<file path="src/rtl/dual_result_monitor_pkg.sv">
// -----------------------------------------------------------------------------
// dual_result_monitor_pkg
// Shared types and defaults for the dual result monitor:
//   - drm_state_e    : monitor FSM states (IDLE, SETTLE, RUN, DONE)
//   - DRM_W_DEF      : default result/stimulus word width
//   - DRM_CNT_W_DEF  : default compare/error counter width
//   - DRM_MASK_DEF   : all-ones compare mask for the default word width
// -----------------------------------------------------------------------------
package dual_result_monitor_pkg;

    localparam int DRM_W_DEF     = 16;
    localparam int DRM_CNT_W_DEF = 16;

    localparam logic [DRM_W_DEF-1:0] DRM_MASK_DEF = {DRM_W_DEF{1'b1}};

    typedef enum logic [1:0] {
        ST_IDLE   = 2'd0,
        ST_SETTLE = 2'd1,
        ST_RUN    = 2'd2,
        ST_DONE   = 2'd3
    } drm_state_e;

endpackage

</file>
<file path="src/rtl/dual_result_monitor_sat_counter.sv">
// -----------------------------------------------------------------------------
// dual_result_monitor_sat_counter
// CNT_W-bit registered counter with synchronous clear and saturating increment.
// Ports:
//   clk   in  rising-edge clock
//   rst   in  synchronous active-high reset (count -> 0)
//   clr   in  synchronous clear, wins over inc
//   inc   in  increment by one unless already all ones
//   count out registered count value
// -----------------------------------------------------------------------------
module dual_result_monitor_sat_counter #(
    parameter int CNT_W = 16
) (
    input  logic             clk,
    input  logic             rst,
    input  logic             clr,
    input  logic             inc,
    output logic [CNT_W-1:0] count
);

    logic [CNT_W-1:0] count_q;
    logic [CNT_W-1:0] count_d;

    // Next count: clear first, otherwise increment and stick at all ones.
    always_comb begin
        count_d = count_q;
        if (clr) begin
            count_d = {CNT_W{1'b0}};
        end else if (inc && (count_q != {CNT_W{1'b1}})) begin
            count_d = count_q + CNT_W'(1'b1);
        end else begin
            count_d = count_q;
        end
    end

    // Count register.
    always_ff @(posedge clk) begin
        if (rst) begin
            count_q <= {CNT_W{1'b0}};
        end else begin
            count_q <= count_d;
        end
    end

    assign count = count_q;

endmodule

</file>
<file path="src/rtl/dual_result_monitor.sv">
// -----------------------------------------------------------------------------
// dual_result_monitor
// Receives paired result words (reference and DUT implementation of the same
// block) over valid/ready, discards SETTLE words after start, compares the
// remaining num_cmp words under CMP_MASK, counts mismatches, captures the
// first failing (a, o_ref, o_dut) triple and reports a pass/fail verdict.
//
// Optional feature macro: DUAL_RESULT_MONITOR_STOP_ON_ERROR_EN
//   defined   : first mismatch ends the run (RUN -> DONE, pass=0)
//   undefined : the run always performs num_cmp compares
//
// Ports:
//   clk, rst            clock, synchronous active-high reset
//   start, num_cmp      one-cycle run start, compares required (sampled on start)
//   in_valid, in_ready  word handshake; in_ready depends on state only
//   a, o_ref, o_dut     stimulus word, reference result, DUT result
//   cmp_count           compares performed this run
//   err_count           mismatches this run (saturating)
//   err_flag            sticky mismatch flag
//   first_a/ref/dut     triple of the first mismatch
//   done, pass          run complete (held until next start), verdict
// -----------------------------------------------------------------------------
module dual_result_monitor
    import dual_result_monitor_pkg::*;
#(
    parameter int            W        = DRM_W_DEF,
    parameter int            SETTLE   = 2,
    parameter int            CNT_W    = DRM_CNT_W_DEF,
    parameter logic [W-1:0]  CMP_MASK = {W{1'b1}}
) (
    input  logic             clk,
    input  logic             rst,
    input  logic             start,
    input  logic [CNT_W-1:0] num_cmp,
    input  logic             in_valid,
    output logic             in_ready,
    input  logic [W-1:0]     a,
    input  logic [W-1:0]     o_ref,
    input  logic [W-1:0]     o_dut,
    output logic [CNT_W-1:0] cmp_count,
    output logic [CNT_W-1:0] err_count,
    output logic             err_flag,
    output logic [W-1:0]     first_a,
    output logic [W-1:0]     first_ref,
    output logic [W-1:0]     first_dut,
    output logic             done,
    output logic             pass
);

    localparam int SET_W = (SETTLE > 1) ? $clog2(SETTLE + 1) : 1;

    drm_state_e       state_q,     state_d;
    logic [SET_W-1:0] settle_q,    settle_d;
    logic [CNT_W-1:0] num_cmp_q,   num_cmp_d;
    logic             err_flag_q,  err_flag_d;
    logic [W-1:0]     first_a_q,   first_a_d;
    logic [W-1:0]     first_ref_q, first_ref_d;
    logic [W-1:0]     first_dut_q, first_dut_d;
    logic             done_q,      done_d;
    logic             pass_q,      pass_d;

    logic             accept_s;
    logic             mismatch_s;
    logic             stop_s;
    logic             last_s;
    logic             cnt_clr_s;
    logic             cmp_inc_s;
    logic             err_inc_s;
    logic [CNT_W-1:0] cmp_count_s;
    logic [CNT_W-1:0] err_count_s;

    assign in_ready   = (state_q == ST_SETTLE) || (state_q == ST_RUN);
    assign accept_s   = in_valid && in_ready;
    assign mismatch_s = |((o_ref ^ o_dut) & CMP_MASK);
    // cmp_count is always below num_cmp in RUN, so the +1 cannot wrap.
    assign last_s     = ((cmp_count_s + CNT_W'(1'b1)) == num_cmp_q);

`ifdef DUAL_RESULT_MONITOR_STOP_ON_ERROR_EN
    assign stop_s = mismatch_s;
`else
    assign stop_s = 1'b0;
`endif

    // Next-state, capture and verdict logic for the run FSM.
    always_comb begin
        state_d     = state_q;
        settle_d    = settle_q;
        num_cmp_d   = num_cmp_q;
        err_flag_d  = err_flag_q;
        first_a_d   = first_a_q;
        first_ref_d = first_ref_q;
        first_dut_d = first_dut_q;
        done_d      = done_q;
        pass_d      = pass_q;
        cnt_clr_s   = 1'b0;
        cmp_inc_s   = 1'b0;
        err_inc_s   = 1'b0;

        case (state_q)
            ST_IDLE, ST_DONE: begin
                if (start) begin
                    num_cmp_d   = num_cmp;
                    settle_d    = SET_W'(SETTLE);
                    cnt_clr_s   = 1'b1;
                    err_flag_d  = 1'b0;
                    first_a_d   = {W{1'b0}};
                    first_ref_d = {W{1'b0}};
                    first_dut_d = {W{1'b0}};
                    done_d      = 1'b0;
                    pass_d      = 1'b0;
                    if (SETTLE != 0) begin
                        state_d = ST_SETTLE;
                    end else if (num_cmp == {CNT_W{1'b0}}) begin
                        // Nothing to discard and nothing to compare.
                        state_d = ST_DONE;
                        done_d  = 1'b1;
                        pass_d  = 1'b1;
                    end else begin
                        state_d = ST_RUN;
                    end
                end else begin
                    state_d = state_q;
                end
            end

            ST_SETTLE: begin
                if (accept_s) begin
                    if (settle_q == SET_W'(1'b1)) begin
                        if (num_cmp_q == {CNT_W{1'b0}}) begin
                            state_d = ST_DONE;
                            done_d  = 1'b1;
                            pass_d  = ~err_flag_q;
                        end else begin
                            state_d = ST_RUN;
                        end
                    end else begin
                        settle_d = settle_q - SET_W'(1'b1);
                    end
                end else begin
                    settle_d = settle_q;
                end
            end

            ST_RUN: begin
                if (accept_s) begin
                    cmp_inc_s = 1'b1;
                    if (mismatch_s) begin
                        err_inc_s  = 1'b1;
                        err_flag_d = 1'b1;
                        if (!err_flag_q) begin
                            first_a_d   = a;
                            first_ref_d = o_ref;
                            first_dut_d = o_dut;
                        end else begin
                            first_a_d   = first_a_q;
                        end
                    end else begin
                        err_inc_s = 1'b0;
                    end
                    if (last_s || stop_s) begin
                        state_d = ST_DONE;
                        done_d  = 1'b1;
                        pass_d  = ~(err_flag_q | mismatch_s);
                    end else begin
                        state_d = ST_RUN;
                    end
                end else begin
                    state_d = ST_RUN;
                end
            end

            default: begin
                state_d = ST_IDLE;
            end
        endcase
    end

    // FSM state and registered outputs.
    always_ff @(posedge clk) begin
        if (rst) begin
            state_q     <= ST_IDLE;
            settle_q    <= {SET_W{1'b0}};
            num_cmp_q   <= {CNT_W{1'b0}};
            err_flag_q  <= 1'b0;
            first_a_q   <= {W{1'b0}};
            first_ref_q <= {W{1'b0}};
            first_dut_q <= {W{1'b0}};
            done_q      <= 1'b0;
            pass_q      <= 1'b0;
        end else begin
            state_q     <= state_d;
            settle_q    <= settle_d;
            num_cmp_q   <= num_cmp_d;
            err_flag_q  <= err_flag_d;
            first_a_q   <= first_a_d;
            first_ref_q <= first_ref_d;
            first_dut_q <= first_dut_d;
            done_q      <= done_d;
            pass_q      <= pass_d;
        end
    end

    // Compare counter: never exceeds num_cmp, so saturation is unreachable.
    dual_result_monitor_sat_counter #(.CNT_W(CNT_W)) u_cmp_cnt (
        .clk   (clk),
        .rst   (rst),
        .clr   (cnt_clr_s),
        .inc   (cmp_inc_s),
        .count (cmp_count_s)
    );

    dual_result_monitor_sat_counter #(.CNT_W(CNT_W)) u_err_cnt (
        .clk   (clk),
        .rst   (rst),
        .clr   (cnt_clr_s),
        .inc   (err_inc_s),
        .count (err_count_s)
    );

    assign cmp_count = cmp_count_s;
    assign err_count = err_count_s;
    assign err_flag  = err_flag_q;
    assign first_a   = first_a_q;
    assign first_ref = first_ref_q;
    assign first_dut = first_dut_q;
    assign done      = done_q;
    assign pass      = pass_q;

endmodule

</file>
<file path="config.mk">
export PLATFORM = sky130hd
export DESIGN_NAME = dual_result_monitor
export DESIGN_NICKNAME = d
export VERILOG_FILES = /design/src/rtl/dual_result_monitor_pkg.sv /design/src/rtl/dual_result_monitor_sat_counter.sv /design/src/rtl/dual_result_monitor.sv
export SDC_FILE = /design/constraint.sdc
export NUM_CORES = 1
export LEC_CHECK = 0
export BUFFER_PORTS_ARGS = -buffer_cell sky130_fd_sc_hd__buf_2
export CELL_PAD_IN_SITES_DETAIL_PLACEMENT = 1
export CELL_PAD_IN_SITES_GLOBAL_PLACEMENT = 1
export CORE_ASPECT_RATIO = 0.6
export CORE_MARGIN = 4
export CORE_UTILIZATION = 33
export DETAILED_ROUTE_END_ITERATION = 10
export PLACE_DENSITY = 0.73
export RECOVER_POWER = 50
export SETUP_SLACK_MARGIN = 0.5
export SLEW_MARGIN = 20
export SYNTH_ARGS = -nofsm -noshare
export SYNTH_HDL_FRONTEND = slang
export SYNTH_SLANG_ARGS = --single-unit
export TNS_END_PERCENT = 50
</file>
<file path="constraint.sdc">
create_clock -name clk -period 2.4 [get_ports clk]
set_input_delay 0.24 -clock clk [delete_from_list [all_inputs] [get_ports clk]]
set_output_delay 0.24 -clock clk [all_outputs]
set_load 0.005 [all_outputs]
</file>
Word-level counts from Yosys, hierarchy flattened
Index checks and enable logic that the tools add are counted.
{"block": "totals", "regBits": 103, "input_bits": 68, "wordCells": 98}
{"block": "classes", "addsub": 3, "eq_ne": 16, "n_mux": 47, "bitwise": 4, "reduce_logical": 17}
{"operator": "16-bit two-way mux", "n": 10}
{"operator": "16-bit case mux with 2 select lines", "n": 3}
{"operator": "16-bit by 1-bit adder with 16-bit output, second input constant", "n": 2}
{"operator": "16-bit != test, second input constant", "n": 2}
{"operator": "1-bit two-way mux", "n": 22}
{"operator": "16-bit == test", "n": 1}
{"operator": "16-bit logical NOT", "n": 1}
{"operator": "16-bit OR reduction", "n": 1}
{"operator": "16-bit XOR", "n": 1}
{"operator": "2-bit two-way mux", "n": 7}
{"operator": "2-bit != test, second input constant", "n": 7}
{"operator": "4-bit AND reduction", "n": 2}
{"operator": "1-bit case mux with 3 select lines", "n": 2}
{"operator": "2-bit case mux with 3 select lines", "n": 1}
{"operator": "6-bit AND reduction", "n": 1}
{"operator": "5-bit AND reduction", "n": 1}
{"operator": "2-bit by 1-bit == test with 1-bit output, second input constant", "n": 2}
{"operator": "2-bit == test, second input constant", "n": 2}
{"operator": "2-bit by 1-bit != test with 1-bit output, second input constant", "n": 2}
{"operator": "2-bit case mux with 2 select lines", "n": 1}
{"operator": "2-bit nonzero test", "n": 2}
{"operator": "2-bit OR reduction", "n": 2}
{"operator": "1-bit logical AND", "n": 3}
{"operator": "3-bit AND reduction", "n": 1}
{"operator": "other kinds (7)", "n": 8}

Logic depth before layout (Yosys ltp)
Gate-level depths: netlist of the first run.
{"block": "logic_depth", "ltp_word": 7, "depth_mapped": 10, "ltp_nobuf": 9}

Hierarchy
From an unflattened synthesis of the first run, not the netlist that was laid out.
{"block": "unflattened", "hier_cells": 639, "hier_area_um2": 5581.6}
{"module": "dual_result_monitor", "instances": 1, "cells_each": 435, "area_per_inst_um2": 3747.3, "seq_area_each_um2": 1421.4}
{"module": "dual_result_monitor_sat_counter", "instances": 2, "cells_each": 102, "area_per_inst_um2": 917.1, "seq_area_each_um2": 320.3}

Worst setup path before layout of the first run
Ideal clock, no wire load.
{"block": "synth_timing", "kind": "reg2reg", "startpoint": "register u_cmp_cnt.count_q[0] (netlist: u_cmp_cnt.count[0])", "endpoint": "register done_q (netlist: done)", "setup_ns": 0.123, "t_arrival_ns": 2.297, "setup_slack_ns": -0.020, "stages_incl_launch_ff": 10, "path_buffers": 1, "period_less_slack_ns": 2.420, "cell_sequence": "dfxtp_1 ha_1 nand3_2 buf_6 or4_4 a21oi_2 a211oi_1 nor4_2 a22o_2 mux2_1"}
{"block": "synth_between", "elab_chain_cells": 4}
{"item": "start, declared", "line": "dual_result_monitor_sat_counter.sv:21", "source": "logic [CNT_W-1:0] count_q;"}
{"item": "start signal, assigned", "line": "dual_result_monitor_sat_counter.sv:39", "source": "count_q <= {CNT_W{1'b0}};"}
{"item": "start signal, assigned", "line": "dual_result_monitor_sat_counter.sv:41", "source": "count_q <= count_d;"}
{"item": "16-bit by 1-bit adder with 16-bit output", "line": "dual_result_monitor.sv:76", "source": "assign last_s = ((cmp_count_s + CNT_W'(1'b1)) == num_cmp_q);"}
{"item": "16-bit == test", "line": "dual_result_monitor.sv:76"}
{"item": "2-bit != test (no source line)"}
{"item": "6-bit AND reduction (no source line)"}
{"item": "end signal, assigned", "line": "dual_result_monitor.sv:198", "source": "done_q <= done_d;"}
{"item": "end, declared", "line": "dual_result_monitor.sv:59", "source": "logic done_q, done_d;"}
No other way between the ends.
A chain may end at the register's enable or synchronous reset.

Worst setup path in the final report of the first run
Ends and elaborated chain as after synthesis.

==> results.toml, run 1 <==
[critical_path]
endpoint_kind = "register"
critical_path.cell_chain = "ha_4, xor2_2, nor4_2, buf_4, nand4_1, nor4b_2, a22o_2, mux2_4"
startpoint_type = "register"
slowest_delay_ns = 0.37
path_buf_inv = 1
rr_worst_depth = 8
worst_path_dominant_cell_family = "simple AND/OR/NAND/NOR gates"
worstSetupPathType = "reg2reg"
crit_arrival_ns = 2.57
cp.depth = 8
cp_max_fo = 4
critPathRequiredTime_ns = 2.65
critPathSlowestCell = "dfxtp_4"

[routing]
antenna_left = 0
vias = 5007
wire_per_inst_um = 20.9
drt-pass1-iter-count = 5
drt_iter0_drc = 364
wl_um = 19600
drc_errors = 0
vias_per_cell = 5.33

[synth]
synthTopCellsByArea = "dfxtp_1 (43%), a22oi_1 (7.7%), nor2_1 (6.7%), xnor2_1 (6.5%), nand2_1 (4.3%)"
syn-num-nets = 624
synthCells = 551
yosysWarnings = 0
synth-seq-cells = 103
synth_top_area_cell = "dfxtp_1"
synthArstFlopShare_pct = 0
synth_top_area_share_pct = 43.4
ys_types = 51
yosysSeqAreaShare_pct = 43.4
syn-cell-area_um2 = 4750
synthFlopType = "dfxtp_1"
synth-edff-count = 0
syn_area_per_cell_um2 = 8.62

[final_layout]
syn_to_final_growth_pct = 45.2
fillers = 1677
fin_nets = 815
insertedDiodeCount = 0
mostFrequentLayoutCells = "buf_2 (116), dfxtp_1 (95), nor2_1 (84)"
drive_gt1_share_pct = 38.3
layout_commonest_cell = "buf_2"
final_area_um2 = 6890

[clocking]
hold_buffers = 0
cts_buffers = 9
clock_path_buffers = 2
htree_levels = 3
clk_pin_slew_worst_paths_ns = 0.08
cts_tree = "built"
cts_num_sinks = 103
cts_root_buf = "clkbuf_16"
insertion_delay_ns = 0.36

[floorplan]
initial_core_util_pct = 34.2
rows = 33
core_um2 = 13900
die_area_um2 = 16400
num_io_pins = 152
die_w_um = 163
die_y_um = 101

[worst_hold_path]
min_path_type = "in2reg"
holdPathStages = 3

[power_and_ir_drop]
seqPwrFrac_pct = 29.8
p_sw_mw = 2.71
p_int_mw = 4.01
comb_power_share_pct = 48.0
power.density_nw_per_um2 = 975
peakVddDrop_uv = 521
switching_share_pct = 40.3
pwr-share-clk_pct = 22.2
leakage_nw = 2.67

[sta]
period_needed_ns = 2.32
setup_viol = 0
hold_slack_ns = 0.121
worst_slack_ns = 0.0788
rsz0062_at_grt = "yes"
slew-limit-headroom_pct = 62.9
skew_ns = 0.00987
min_period_over_period_pct = 96.7
tightest_slew_ns = 0.557
max_freq_mhz = 431
slew_violations = 0
hold_viol_final = 0

[flow_run]
maxCapViolCount = 0

[placed_design]
gp_congestion = 0.808
dpl_cell_area_um2 = 5880
numPortBuffers = 151
hpwl_um = 12100
post-place-ws_ns = 0.00843

[global_routing]
grt_pass1_vias = 4954
grt_antenna_before_repair = 0
grt_pass1_wl_um = 27000
overflow = 0
grt_max_degree = 49
track_usage_pct = 20.7

[run_status]
outcome = "finished, final reports clean"
[power by group through the flow]
stage	clock network (mW)	registers, mW	logic, mW
after floorplan	0	2.01	1.22
after global placement	0	2.02	1.83
after detailed placement	0	2.03	2.02
after CTS	1.52	2.00	2.51
after global routing	1.57	2.02	3.41
final	1.49	2.01	3.23
[cell usage after synthesis, types with 5 or more instances]
cell type and instances:
nor2_1 85, nand2_1 54, or4_1 5, a22oi_1 49, or3_1 10, o21ai_1 5
dfxtp_1 103, clkbuf_1 20, ha_1 5, a21oi_1 28, nor4_1 9, nor3_1 7
nand4_1 13, nand3_1 13, nand2b_1 7, buf_2 9, a21oi_2 7, o21ai_0 9
xor2_1 18, xnor2_1 35, inv_1 10
[flip-flops by register name, indices dropped and copies added (netlist names)]
register	count
num_cmp_q	16
err_flag	1
done	1
state_q	2
pass	1
first_ref	16
settle_q	2
first_dut	16
u_cmp_cnt.count	16
first_a	16
u_err_cnt.count	16
[kinds of logic after synthesis]
kind of cell    count (synthesis)  synth area share, %
simple gates                  225                 23.5
compound gates                116                 16.4
flops                         103                 43.4
xor+xnor                       53                 9.78
buf+inv                        42                 4.03
mux                             7                 1.55
fa+ha+maj                       5                 1.32
[routing by layer]
metal  share of wire [%]  up-vias  track usage [%]
met3                 6.3       39             4.58
met4                 2.4        0             6.31
met5                   0        -                0
met1                  46     2463             28.9
li1                    -     2341                -
met2                  46      164             32.3
[metrics by stage]
step | std cells | setup TNS (ns) | utilization [%] | power [mW]
final | 939 | 0 | 49.7 | 6.72
after global routing | 939 | -0.116 | 49.7 | 7.01
after CTS | 921 | 0 | 47.1 | 6.03
after detailed placement | 886 | 0 | 42.4 | 4.05
after global placement | 885 | 0 | 42.2 | 3.85
after floorplan | 551 | 0 | - | 3.23
[path summary, 6_finish.rpt]
path                                   start                          to  slack [ns]
max          u_cmp_cnt.count[0]$_SDFFE_PP0P_           done$_SDFFE_PP0P_        0.08
min                              num_cmp[14]  num_cmp_q[14]$_SDFFE_PP0P_        0.12
min reg2reg       num_cmp_q[14]$_SDFFE_PP0P_  num_cmp_q[14]$_SDFFE_PP0P_        0.49
max reg2reg  u_cmp_cnt.count[0]$_SDFFE_PP0P_           done$_SDFFE_PP0P_        0.08
[cell type report]
type                            instances  area (um^2)  share of cell area [%]
Sequential cell                       103         2080                    30.2
Multi-Input combinational cell        411         2960                    43.0
Clock inverter                          7         62.6                   0.908
Clock buffer                            9          225                    3.27
Tap cell                              192          240                    3.49
Timing Repair Buffer                  207         1280                    18.5
Inverter                               10         41.3                   0.599
[tightest hold or removal path, delay by kind of cell]
kind | cells | cell delay, ns
buf+inv | 1 | 0.10
compound gates | 1 | 0.05
simple gates | 1 | 0.05
[repair_timing]
item,in CTS,in global routing
setup buffers,14,13
endpoints found under the setup margin,71,84
gates cloned,5,5
pin swaps,12,29
resized for setup,39,49
Power figures use the tool's default switching activity.
==> inputs of run 2 (changes only) <==
GPL_TIMING_DRIVEN = 0   (was unset)
==> run 2 against run 1 <==
  * Utilization is 1.2 points higher
  * Sequential share of layout area is 0.61 points lower
  * Highest routed layer unchanged
  * Final cell count is 1.4% higher
  * Combinational power is 11% lower
  * Total power is 5.5% lower
  * Routed wire length is 7.0% lower
  * Count of clock-buffer cells in the layout stayed put
==> results.toml, run 2 (same netlist as run 1, synthesis figures left out) <==
[placed_design]
numPortBuffers = 151
dpl_cell_area_um2 = 5810
gp_congestion = 0.859
hpwl_um = 12900
post-place-ws_ns = -0.0925

[flow_run]
maxCapViolCount = 0

[routing]
vias_per_cell = 5.20
vias = 4949
drt_iter0_drc = 313
drc_errors = 0
wire_per_inst_um = 19.2
wl_um = 18200
antenna_left = 0
drt-pass1-iter-count = 4

[final_layout]
layout_commonest_cell = "buf_2"
mostFrequentLayoutCells = "buf_2 (139), dfxtp_1 (90), nor2_1 (83)"
insertedDiodeCount = 0
syn_to_final_growth_pct = 48.6
drive_gt1_share_pct = 43.8
utilization_pct = 50.9
final_area_um2 = 7060
fin_nets = 828

[worst_hold_path]
holdPathStages = 3
hold-path-endpoint = "num_cmp_q[11]$_SDFFE_PP0P_"
min_path_type = "in2reg"
min_from = "num_cmp[11]"

[floorplan]
initial_core_util_pct = 34.2
die_area_um2 = 16400
num_io_pins = 152
rows = 33
core_um2 = 13900
die_w_um = 163
die_y_um = 101

[clocking]
clock_path_buffers = 2
cts_root_buf = "clkbuf_16"
cts_num_sinks = 103
clk_pin_slew_worst_paths_ns = 0.08
cts_tree = "built"
hold_buffers = 0
htree_levels = 3
cts_buffers = 9
insertion_delay_ns = 0.35

[power_and_ir_drop]
power.density_nw_per_um2 = 901
p_sw_mw = 2.52
pwr-share-clk_pct = 23.0
switching_share_pct = 39.6
p_int_mw = 3.84
comb_power_share_pct = 45.3
seqPwrFrac_pct = 31.7
peakVddDrop_uv = 490
leakage_nw = 2.81
p_total_mw = 6.36

[sta]
slew-limit-headroom_pct = 60.5
min_period_over_period_pct = 98.0
setup_viol = 0
skew_ns = 0.00731
hold_slack_ns = 0.125
tightest_slew_ns = 0.593
rsz0062_at_grt = "yes"
max_freq_mhz = 425
period_needed_ns = 2.35
slew_violations = 0
hold_viol_final = 0
worst_slack_ns = 0.0484

[global_routing]
grt_antenna_before_repair = 0
track_usage_pct = 20.3
grt_pass1_wl_um = 26800
grt_pass1_vias = 4939
overflow = 0
grt_max_degree = 20

[run_status]
outcome = "finished, final reports clean"

[critical_path]
cp_max_fo = 5
crit_arrival_ns = 2.59
r2r_start = "u_cmp_cnt.count[0]$_SDFFE_PP0P_"
rr_worst_depth = 9
startpoint_type = "register"
endpoint_kind = "register"
r2r_end = "done$_SDFFE_PP0P_"
worstSetupPathType = "reg2reg"
r2r_slack_ns = 0.05
critPathRequiredTime_ns = 2.64
## run 2: cell count changes in the layout (fill, tap and decap cells not counted), moves of 6 or more
cell / delta
buf_2: +23
clkbuf_1: -12
buf_4: -7
buf_6: +7
buf_8: +6
## run 2: how the worst max path moves through the flow
stage	from	to	slack (ns)	cells after the start
floorplan	u_cmp_cnt.count[0]$_SDFFE_PP0P_	done$_SDFFE_PP0P_	0.30	9
global placement	u_cmp_cnt.count[0]$_SDFFE_PP0P_	done$_SDFFE_PP0P_	-0.07	8
detailed placement	state_q[0]$_SDFFE_PP0P_	u_cmp_cnt.count[13]$_SDFFE_PP0P_	-0.09	7
CTS	u_cmp_cnt.count[1]$_SDFFE_PP0P_	done$_SDFFE_PP0P_	0.17	7
global route	u_cmp_cnt.count[0]$_SDFFE_PP0P_	done$_SDFFE_PP0P_	-0.05	9
finish	u_cmp_cnt.count[0]$_SDFFE_PP0P_	done$_SDFFE_PP0P_	0.05	9
## run 2: stage by stage
step           cells  TNS, ns
6_report         952        0
5_1_grt          952  -0.0839
4_1_cts          938        0
3_5_place_dp     894    -1.56
3_3_place_gp     894   -0.252
2_1_floorplan    551        0
## run 2: critical path, cell delays in order (launching register included)
cell	delay (ns)
dfxtp_4	0.37
ha_4	0.16
nand3_4	0.09
buf_8	0.14
or4_4	0.49
a21oi_4	0.18
a211oi_4	0.06
nor4_2	0.23
a22o_2	0.21
mux2_4	0.30
## run 2: power by group through the flow
stage               clock (mW)  combinational, mW  sequential (mW)
CTS                       1.49               2.15             1.99
global placement             0               1.76             2.02
finish                    1.46               2.88             2.01
detailed placement           0               1.84             2.03
global route              1.55               3.07             2.03
floorplan                    0               1.22             2.01
## run 2: routing by layer
| metal | GRT usage, % | part of all wire, % |
|---|---|---|
| met1 | 29.4 | 47 |
| met3 | 3.80 | 5.1 |
| met5 | 0 | 0 |
| met4 | 4.19 | 1.4 |
| met2 | 31.6 | 46 |
## run 2: repair_timing
action	4_1_cts	5_1_grt
setup endpoints to repair	101	93
cloned	1	0
pin swaps	19	54
resized for setup	50	122
buffers inserted	27	14
## run 2: final cells by class
class | count | area [um^2]
clock buffers | 9 | 225
well taps | 192 | 240
fillers | 1644 | 6820
multi-input cells | 406 | 3040
plain buffers | 32 | 264
inverters | 10 | 41.3
flip-flops and latches | 103 | 2090
clock inverters | 7 | 60.1
repair buffers | 193 | 1100
